<file path="src/rtl/cordic_phase_seq_pkg.sv">
// Shared constants, state encoding and helpers for the cordic phase sequencer.
// Angles and sin/cos results are signed Q1.WD_EXT words, ANG_W bits wide.
package cordic_phase_seq_pkg;

  localparam int WD_EXT = 8;
  localparam int ANG_W  = WD_EXT + 2;

  // round(pi/2 * 2^WD_EXT); evaluates to 402 for WD_EXT = 8
  localparam logic [ANG_W-1:0] HALF_PI_Q =
    ANG_W'($rtoi(1.5707963267948966 * (2.0 ** WD_EXT) + 0.5));

  typedef enum logic [1:0] {
    ST_IDLE  = 2'd0,
    ST_START = 2'd1,
    ST_WAIT  = 2'd2,
    ST_OUT   = 2'd3
  } state_t;

  // Two's-complement negate that maps the most negative code to the most positive one
  function automatic logic signed [ANG_W-1:0] sat_neg(input logic signed [ANG_W-1:0] v);
    logic signed [ANG_W-1:0] r;
    if (v == {1'b1, {(ANG_W-1){1'b0}}}) begin
      r = {1'b0, {(ANG_W-1){1'b1}}};
    end else begin
      r = -v;
    end
    return r;
  endfunction

endpackage

</file>
<file path="src/rtl/cordic_phase_seq_if.sv">
// Phase-in / result-out valid-ready bundle of the cordic phase sequencer.
// master = upstream producer plus downstream consumer; slave = the sequencer.
interface cordic_phase_seq_if #(
  parameter int PHASE_W = 10,
  parameter int DW      = 10
);
  logic [PHASE_W-1:0]   i_phase;
  logic                 i_valid;
  logic                 o_ready;
  logic signed [DW-1:0] o_sin;
  logic signed [DW-1:0] o_cos;
  logic                 o_valid;
  logic                 i_ready;

  modport master (
    output i_phase, i_valid, i_ready,
    input  o_ready, o_sin, o_cos, o_valid
  );

  modport slave (
    input  i_phase, i_valid, i_ready,
    output o_ready, o_sin, o_cos, o_valid
  );
endinterface

</file>
<file path="src/rtl/cordic_phase_seq.sv">
// Folds a full-circle phase into quadrant + first-quadrant angle, runs one cordic
// conversion, then unfolds sin/cos by quadrant onto a valid/ready result register.
module cordic_phase_seq
  import cordic_phase_seq_pkg::*;
#(
  parameter int PHASE_W = 10,
  parameter int TIMEOUT = 255
) (
  input  logic                    i_clk,
  input  logic                    i_rst,
  cordic_phase_seq_if.slave       bus,
  output logic signed [ANG_W-1:0] o_cordic_angle,
  output logic                    o_cordic_start,
  input  logic signed [ANG_W-1:0] i_cordic_sin,
  input  logic signed [ANG_W-1:0] i_cordic_cos,
  input  logic                    i_cordic_done,
  output logic                    o_err
);

  localparam int RES_W  = PHASE_W - 2;
  localparam int PROD_W = RES_W + ANG_W;
  localparam int CNT_W  = $clog2(TIMEOUT + 1);

  state_t                  state_r;
  logic [1:0]              quad_r;
  logic [CNT_W-1:0]        cnt_r;
  logic                    ready_r;
  logic                    start_r;
  logic                    valid_r;
  logic                    err_r;
  logic signed [ANG_W-1:0] angle_r;
  logic signed [ANG_W-1:0] sin_r;
  logic signed [ANG_W-1:0] cos_r;

  logic [RES_W-1:0]        res_s;
  logic [PROD_W-1:0]       prod_s;
  logic [ANG_W-1:0]        angle_s;
  logic signed [ANG_W-1:0] unf_sin_s;
  logic signed [ANG_W-1:0] unf_cos_s;

  // Residual phase scaled to radians; truncation keeps the angle strictly below pi/2
  always_comb begin
    res_s   = bus.i_phase[RES_W-1:0];
    prod_s  = PROD_W'(res_s) * PROD_W'(HALF_PI_Q);
    angle_s = ANG_W'(prod_s >> RES_W);
  end

  // Quadrant unfold of the first-quadrant cordic result
  always_comb begin
    unf_sin_s = i_cordic_sin;
    unf_cos_s = i_cordic_cos;
    case (quad_r)
      2'd0: begin unf_sin_s = i_cordic_sin;          unf_cos_s = i_cordic_cos;          end
      2'd1: begin unf_sin_s = i_cordic_cos;          unf_cos_s = sat_neg(i_cordic_sin); end
      2'd2: begin unf_sin_s = sat_neg(i_cordic_sin); unf_cos_s = sat_neg(i_cordic_cos); end
      2'd3: begin unf_sin_s = sat_neg(i_cordic_cos); unf_cos_s = i_cordic_sin;          end
      default: begin unf_sin_s = i_cordic_sin;       unf_cos_s = i_cordic_cos;          end
    endcase
  end

  // Sequencer FSM with all outputs registered
  always_ff @(posedge i_clk or posedge i_rst) begin
    if (i_rst) begin
      state_r <= ST_IDLE;
      quad_r  <= 2'd0;
      cnt_r   <= '0;
      ready_r <= 1'b1;
      start_r <= 1'b0;
      valid_r <= 1'b0;
      err_r   <= 1'b0;
      angle_r <= '0;
      sin_r   <= '0;
      cos_r   <= '0;
    end else begin
      case (state_r)
        ST_IDLE: begin
          if (bus.i_valid) begin
            quad_r  <= bus.i_phase[PHASE_W-1 -: 2];
            angle_r <= angle_s;
            ready_r <= 1'b0;
            start_r <= 1'b1;
            state_r <= ST_START;
          end
        end
        ST_START: begin
          start_r <= 1'b0;
          cnt_r   <= '0;
          state_r <= ST_WAIT;
        end
        ST_WAIT: begin
          if (i_cordic_done) begin
            sin_r   <= unf_sin_s;
            cos_r   <= unf_cos_s;
            valid_r <= 1'b1;
            state_r <= ST_OUT;
          end else if (cnt_r == CNT_W'(TIMEOUT)) begin
            err_r   <= 1'b1;
            ready_r <= 1'b1;
            state_r <= ST_IDLE;
          end else begin
            cnt_r <= cnt_r + CNT_W'(1);
          end
        end
        ST_OUT: begin
          if (bus.i_ready) begin
            valid_r <= 1'b0;
            ready_r <= 1'b1;
            state_r <= ST_IDLE;
          end
        end
        default: begin
          start_r <= 1'b0;
          valid_r <= 1'b0;
          ready_r <= 1'b1;
          state_r <= ST_IDLE;
        end
      endcase
    end
  end

  assign bus.o_ready     = ready_r;
  assign bus.o_valid     = valid_r;
  assign bus.o_sin       = sin_r;
  assign bus.o_cos       = cos_r;
  assign o_cordic_angle  = angle_r;
  assign o_cordic_start  = start_r;
  assign o_err           = err_r;

endmodule

</file>
<file path="src/flat_wrapper.sv">
// flat-port wrapper written by rule: the top's interface ports become plain ports
module cordic_phase_seq_flat import cordic_phase_seq_pkg::*;
#(
  parameter int PHASE_W = 10,
  parameter int TIMEOUT = 255
)
  (i_clk, i_rst, o_cordic_angle, o_cordic_start, i_cordic_sin, i_cordic_cos, i_cordic_done, o_err, bus_i_phase, bus_i_valid, bus_i_ready, bus_o_ready, bus_o_sin, bus_o_cos, bus_o_valid);
  cordic_phase_seq_if #(.PHASE_W(PHASE_W), .DW(ANG_W)) bus_i ();
  input  logic i_clk;
  input  logic i_rst;
  output logic signed [ANG_W-1:0] o_cordic_angle;
  output logic o_cordic_start;
  input  logic signed [ANG_W-1:0] i_cordic_sin;
  input  logic signed [ANG_W-1:0] i_cordic_cos;
  input  logic i_cordic_done;
  output logic o_err;
  input wire logic [$bits(bus_i.i_phase)-1:0] bus_i_phase;
  input wire logic [$bits(bus_i.i_valid)-1:0] bus_i_valid;
  input wire logic [$bits(bus_i.i_ready)-1:0] bus_i_ready;
  output wire logic [$bits(bus_i.o_ready)-1:0] bus_o_ready;
  output wire logic [$bits(bus_i.o_sin)-1:0] bus_o_sin;
  output wire logic [$bits(bus_i.o_cos)-1:0] bus_o_cos;
  output wire logic [$bits(bus_i.o_valid)-1:0] bus_o_valid;
  assign bus_i.i_phase = bus_i_phase;
  assign bus_i.i_valid = bus_i_valid;
  assign bus_i.i_ready = bus_i_ready;
  assign bus_o_ready = bus_i.o_ready;
  assign bus_o_sin = bus_i.o_sin;
  assign bus_o_cos = bus_i.o_cos;
  assign bus_o_valid = bus_i.o_valid;
  cordic_phase_seq #(.PHASE_W(PHASE_W), .TIMEOUT(TIMEOUT)) u_core (.i_clk(i_clk), .i_rst(i_rst), .bus(bus_i), .o_cordic_angle(o_cordic_angle), .o_cordic_start(o_cordic_start), .i_cordic_sin(i_cordic_sin), .i_cordic_cos(i_cordic_cos), .i_cordic_done(i_cordic_done), .o_err(o_err));
endmodule
</file>
<file path="config.mk">
export PLATFORM = sky130hd
export DESIGN_NAME = cordic_phase_seq_flat
export DESIGN_NICKNAME = d
export VERILOG_FILES = /design/src/rtl/cordic_phase_seq_pkg.sv /design/src/rtl/cordic_phase_seq_if.sv /design/src/rtl/cordic_phase_seq.sv /design/src/flat_wrapper.sv
export SDC_FILE = /design/constraint.sdc
export NUM_CORES = 1
export LEC_CHECK = 0
export CAP_MARGIN = 20
export CORE_ASPECT_RATIO = 0.7
export CORE_MARGIN = 1.5
export CORE_UTILIZATION = 51
export CTS_CLUSTER_DIAMETER = 60
export DETAILED_ROUTE_END_ITERATION = 10
export GPL_TIMING_DRIVEN = 0
export HOLD_SLACK_MARGIN = 0.1
export PLACE_DENSITY = 0.78
export SYNTH_ARGS = -nofsm -noshare
export SYNTH_HDL_FRONTEND = slang
export SYNTH_SLANG_ARGS = --single-unit
</file>
<file path="constraint.sdc">
create_clock -name i_clk -period 2.72 [get_ports i_clk]
set_input_delay 0.68 -clock i_clk [delete_from_list [all_inputs] [get_ports i_clk]]
set_output_delay 0.68 -clock i_clk [all_outputs]
set_load 0.02 [all_outputs]
</file>
== Word level (Yosys, flattened, before mapping) ==
Index checks and enable logic that the tools add are counted.
Word-level totals
  flip-flop bits (word level): 45
  input bits: 35
  output and inout port bits: 34
  word-level logic and storage cells: 67
Operators by class
  add/subtract/negate cells: 3
  multipliers: 1
  eq/ne operators: 16
  mux-type cells: 22
  bitwise gates (word level): 1
  reduce and logical (&&, ||, !) cells: 14
Operators with widths (count)
  10-bit one-hot mux with 4 select lines: 2
  10-bit == test (second input constant): 2
  10-bit two-way mux: 2
  10-bit negation: 2
  8-bit by 8-bit multiplier with 16-bit output (second input constant): 1
  8-bit two-way mux: 2
  8-bit one-hot mux with 2 select lines: 1
  3-bit AND reduction: 4
  2-bit != test (second input constant): 5
  8-bit by 1-bit adder with 8-bit output (second input constant): 1
  2-bit == test (second input constant): 4
  8-bit == test (second input constant): 1
  2-bit two-way mux: 4
  2-bit one-hot mux with 4 select lines: 1
  1-bit two-way mux: 7
  2-bit AND reduction: 3
  2-bit nonzero test: 3
  5-bit AND reduction: 1
  2-bit by 1-bit == test with 1-bit output (second input constant): 2
  2-bit zero test: 2
  1-bit one-hot mux with 2 select lines: 2
  3-bit by 2-bit != test with 1-bit output (second input constant): 1
  1-bit one-hot mux with 3 select lines: 1
  3-bit nonzero test: 1
  2 further kinds: 2

== Depth between registers and ports, before layout ==
  depth in word-level cells: 4
  gate-level depth with buffers: 12
  depth with buffers taken out: 12

== Worst setup path after synthesis ==
No wires, ideal clock.
  kind: input to register
  start point: input port bus_i_phase[1]
  end point: register u_core.angle_r[7] (netlist: u_core.o_cordic_angle[7])
  setup time: 0.069 ns
  data arrival time: 3.421 ns
  required time: 2.651 ns
  setup slack: -0.770 ns
  stages: 12
  buffers on the path: 0
  path through: ha_1 -> inv_1 -> fa_1 -> inv_1 -> ha_1 -> ha_1 -> ha_1 -> or2_1 -> o221ai_1 -> a2bb2oi_1 -> or4b_1 -> nand3_1
Between the ends
  word-level cells in the longest chain between the ends: 1
Ends and longest elaborated chain
  start: declaration: RTL line flat_wrapper.sv:17  | input wire logic [$bits(bus_i.i_phase)-1:0] bus_i_phase;
  8-bit by 8-bit multiplier with 16-bit output: RTL line cordic_phase_seq.sv:44  | prod_s = PROD_W'(res_s) * PROD_W'(HALF_PI_Q);
  end signal: assignment: RTL line cordic_phase_seq.sv:79  | angle_r <= angle_s;
  end: declaration: RTL line cordic_phase_seq.sv:31  | logic signed [ANG_W-1:0] angle_r;
No other way between the ends.
A chain may end at the register's enable or synchronous reset.

== Worst setup path in the final report ==
  start point: input port bus_i_phase[2]
  end point: register u_core.angle_r[5] (netlist: u_core.o_cordic_angle[5])
The elaborated chain is that of the path after synthesis.

==> results.yml <==
power:
  power_density_nw_per_um2: 869.4
  leakagePower_nw: 2.220
  vdd_drop_max_mv: 0.5817
final_layout:
  fin_cells: 615
  diodes: 0
  syn_to_final_growth_pct: 39.37
  regArea_um2: 1127
  multi_input_area_um2: 2995
  nNetsFinal: 600
  fillCellCount: 550
  final_layout_size_suffix_gt1_share_pct: 19.73
logic_synthesis:
  syn_inst: 430
  ys_async_sr_fraction_pct: 100.0
  synth.area.top_cells: "dfrtp_1, ha_1, nand2_1, a21oi_1, nor2_1"
  synth-seq-area-share_pct: 29.48
  yosys.area.top_type_share_pct: 28.80
  synth_cell_types: 78
  syn_area_um2: 3824
  ys_warn_count: 0
  netlist_top_cells_count: "ha_1, dfrtp_1, nand2_1"
  syn_nets: 514
  yosysTopAreaCell: "dfrtp_1"
  synth_edf_count: 0
  syn_area_per_cell_um2: 8.892
  synthFlopType: "dfrtp_1"
  yosysMostFrequentCell: "ha_1"
  yosys_register_bits: 45
timing:
  worst_pin_slew_ps: 653.7
  setup_viol: 7
  hold_viol_final: 0
  fin_skew_ps: 10.99
  fmax_ghz: 0.3157
  fin_crit_ps: 3167
  setup_tns_ps: -2661
  fin_crit_sh_pct: 116.4
  rsz0062_at_grt: "true"
  maxSlewViolCount: 0
  fin_ws_ps: -447.2
  relSlewSlack_pct: 56.42
worst_hold_path:
  hp-class: "flop to flop"
critical_path:
  crit_fanout: 3
  cp.required_ps: 2900
  start_kind: "input pin"
  crit_type: "input pin to flop"
  endpoint_kind: "flop"
  crit_arrival_ps: 3340
global_route:
  grt_pass1_wl_um: 18510
  overflow: 0
  antenna_found_initial: 0
  grt_max_degree: 38
  grt_pass1_vias: 3723
  gr-usage-all-layers_pct: 29.59
job:
  drv_cap: 0
detailed_routing:
  avgViaCountPerCell: 6.246
  ant_nets: 0
  wirelength_um: 11850
  drc_errors: 0
  vias: 3841
  dr.pass1.iters: 5
  drt_iter0_drc: 316
  wl_per_cell_um: 19.26
cts:
  h-tree-depth: 2
  cts-root-buf: "clkbuf_8"
  cts_buffers: 5
  cts.clk_slew.worst_paths_ps: 100
  cts_buffer_depth: 2
  cts_tree: "done"
  insertion_delay_ps: 310
  clock-sinks: 45
die:
  rows: 26
  coreArea_um2: 7287
  die-area_um2: 8034
  io_pins: 69
  die_y_um: 75.45
  die_x_um: 106.5
  initial_core_util_pct: 52.47
outcome:
  failed_checks: "setup timing"
  status: "finished with violations"
placement:
  dp_hpwl_um: 8416
  globalplace.congestion: 0.9389
  place_ws_ps: -1298
  dp_cells: 594
  port_buffers: 65
-- critical path, cell delays in order --
cell	delay [ps]
buf_8	110
ha_4	260
inv_2	40
fa_1	500
inv_2	60
ha_4	260
ha_4	190
ha_4	150
or2_4	250
o221a_4	320
a211o_1	270
xnor2_1	170
o21ai_1	70
-- kinds of logic after synthesis --
logic type,Yosys count,share of synthesized area [%]
flip-flops,45,29.48
other,1,0.09807
AND/OR/NAND/NOR,147,20.52
multiplexers,7,1.996
buffers and inverters,47,5.105
XOR/XNOR,17,3.894
adder cells (fa/ha/maj),49,16.82
AO/OA/AOI/OAI,117,22.09
-- power breakdown --
group	switching, mW	total (mW)	internal, mW
combinational	1.68	3.03	1.35
clock	0.276	0.464	0.188
sequential	0.182	1.14	0.956
total	2.14	4.63	2.49
-- layer usage --
layer  global-route usage, %  share of wire (%)  up-vias
met5                  0.5952                  0        -
li1                        -                  -     1762
met1                   39.83                 43     1833
met3                   7.699                8.6       31
met2                   48.89                 47      215
met4                   6.370                1.8        0
-- repair_timing --
item	CTS	global route
setup endpoints to repair	20	18
resized for setup	74	19
setup buffers	8	5
pin swaps	22	12
hold endpoints to repair	0	0
hold buffers	0	0
-- per-stage QoR --
stage               util [%]  power, mW  instance area, um2  hold WS [ps]
finish                 73.13      4.633                5329         489.5
global route           73.13      4.913                5329         521.2
CTS                    71.48      4.493                5209         492.5
detailed placement     66.05      3.831                4813         469.0
global placement       65.78      3.757                4793         453.9
floorplan                  -      2.834                4020         469.0
-- cells in the final DEF, fill, tap and decap left out, drive strengths merged, types with 4 or more instances in the layout --
cell / instances
or3: 8
xnor2: 7
inv: 26
buf: 26
fa: 4
a21oi: 26
xor2: 10
and2: 6
nand3: 10
nand2b: 8
nor2: 27
dfrtp: 44
nand2: 43
and3: 6
mux2: 5
o211ai: 7
o31ai: 5
clkdlybuf4s50: 53
ha: 45
o21ai: 21
nor3: 10
a211oi: 8
clkbuf: 22
nor4: 7
a21o: 4
-- sequential cells by signal (all words and copies together) (netlist names) --
| register | cells |
|---|---|
| u_core.state_r | 2 |
| u_core.o_err | 1 |
| u_core.bus.o_cos | 10 |
| u_core.o_cordic_start | 1 |
| u_core.bus.o_valid | 1 |
| u_core.bus.o_sin | 10 |
| u_core.o_cordic_angle | 9 |
| u_core.bus.o_ready | 1 |
| u_core.quad_r | 2 |
| u_core.cnt_r | 8 |
-- final cells by class --
| type | instances | area share (%) |
|---|---|---|
| inverters | 24 | 1.691 |
| clock buffers | 5 | 1.291 |
| clock inverters | 3 | 0.4696 |
| plain buffers | 23 | 1.972 |
| flip-flops and latches | 45 | 21.16 |
| well taps | 98 | 2.301 |
| multi-input cells | 338 | 56.21 |
| repair buffers | 79 | 14.91 |
-- path summary, 6_finish.rpt --
| path | end | cells after the start | slack (ps) | from |
|---|---|---|---|---|
| max in group asynchronous | u_core.bus.o_ready$_DFFE_PP1P_ | 3 | 1620 | i_rst |
| worst min register to register | u_core.o_err$_DFFE_PP0P_ | 1 | 490 | u_core.o_err$_DFFE_PP0P_ |
| min in group asynchronous | u_core.bus.o_cos[6]$_DFFE_PP0P_ | 2 | 590 | i_rst |
| worst max-delay path | u_core.o_cordic_angle[5]$_DFFE_PP0P_ | 13 | -450 | bus_i_phase[2] |
| worst max register to register | u_core.bus.o_sin[9]$_DFFE_PP0P_ | 5 | 490 | u_core.quad_r[0]$_DFFE_PP0P_ |
| worst min-delay path | u_core.o_err$_DFFE_PP0P_ | 1 | 490 | u_core.o_err$_DFFE_PP0P_ |
Power figures use the tool's default switching activity.
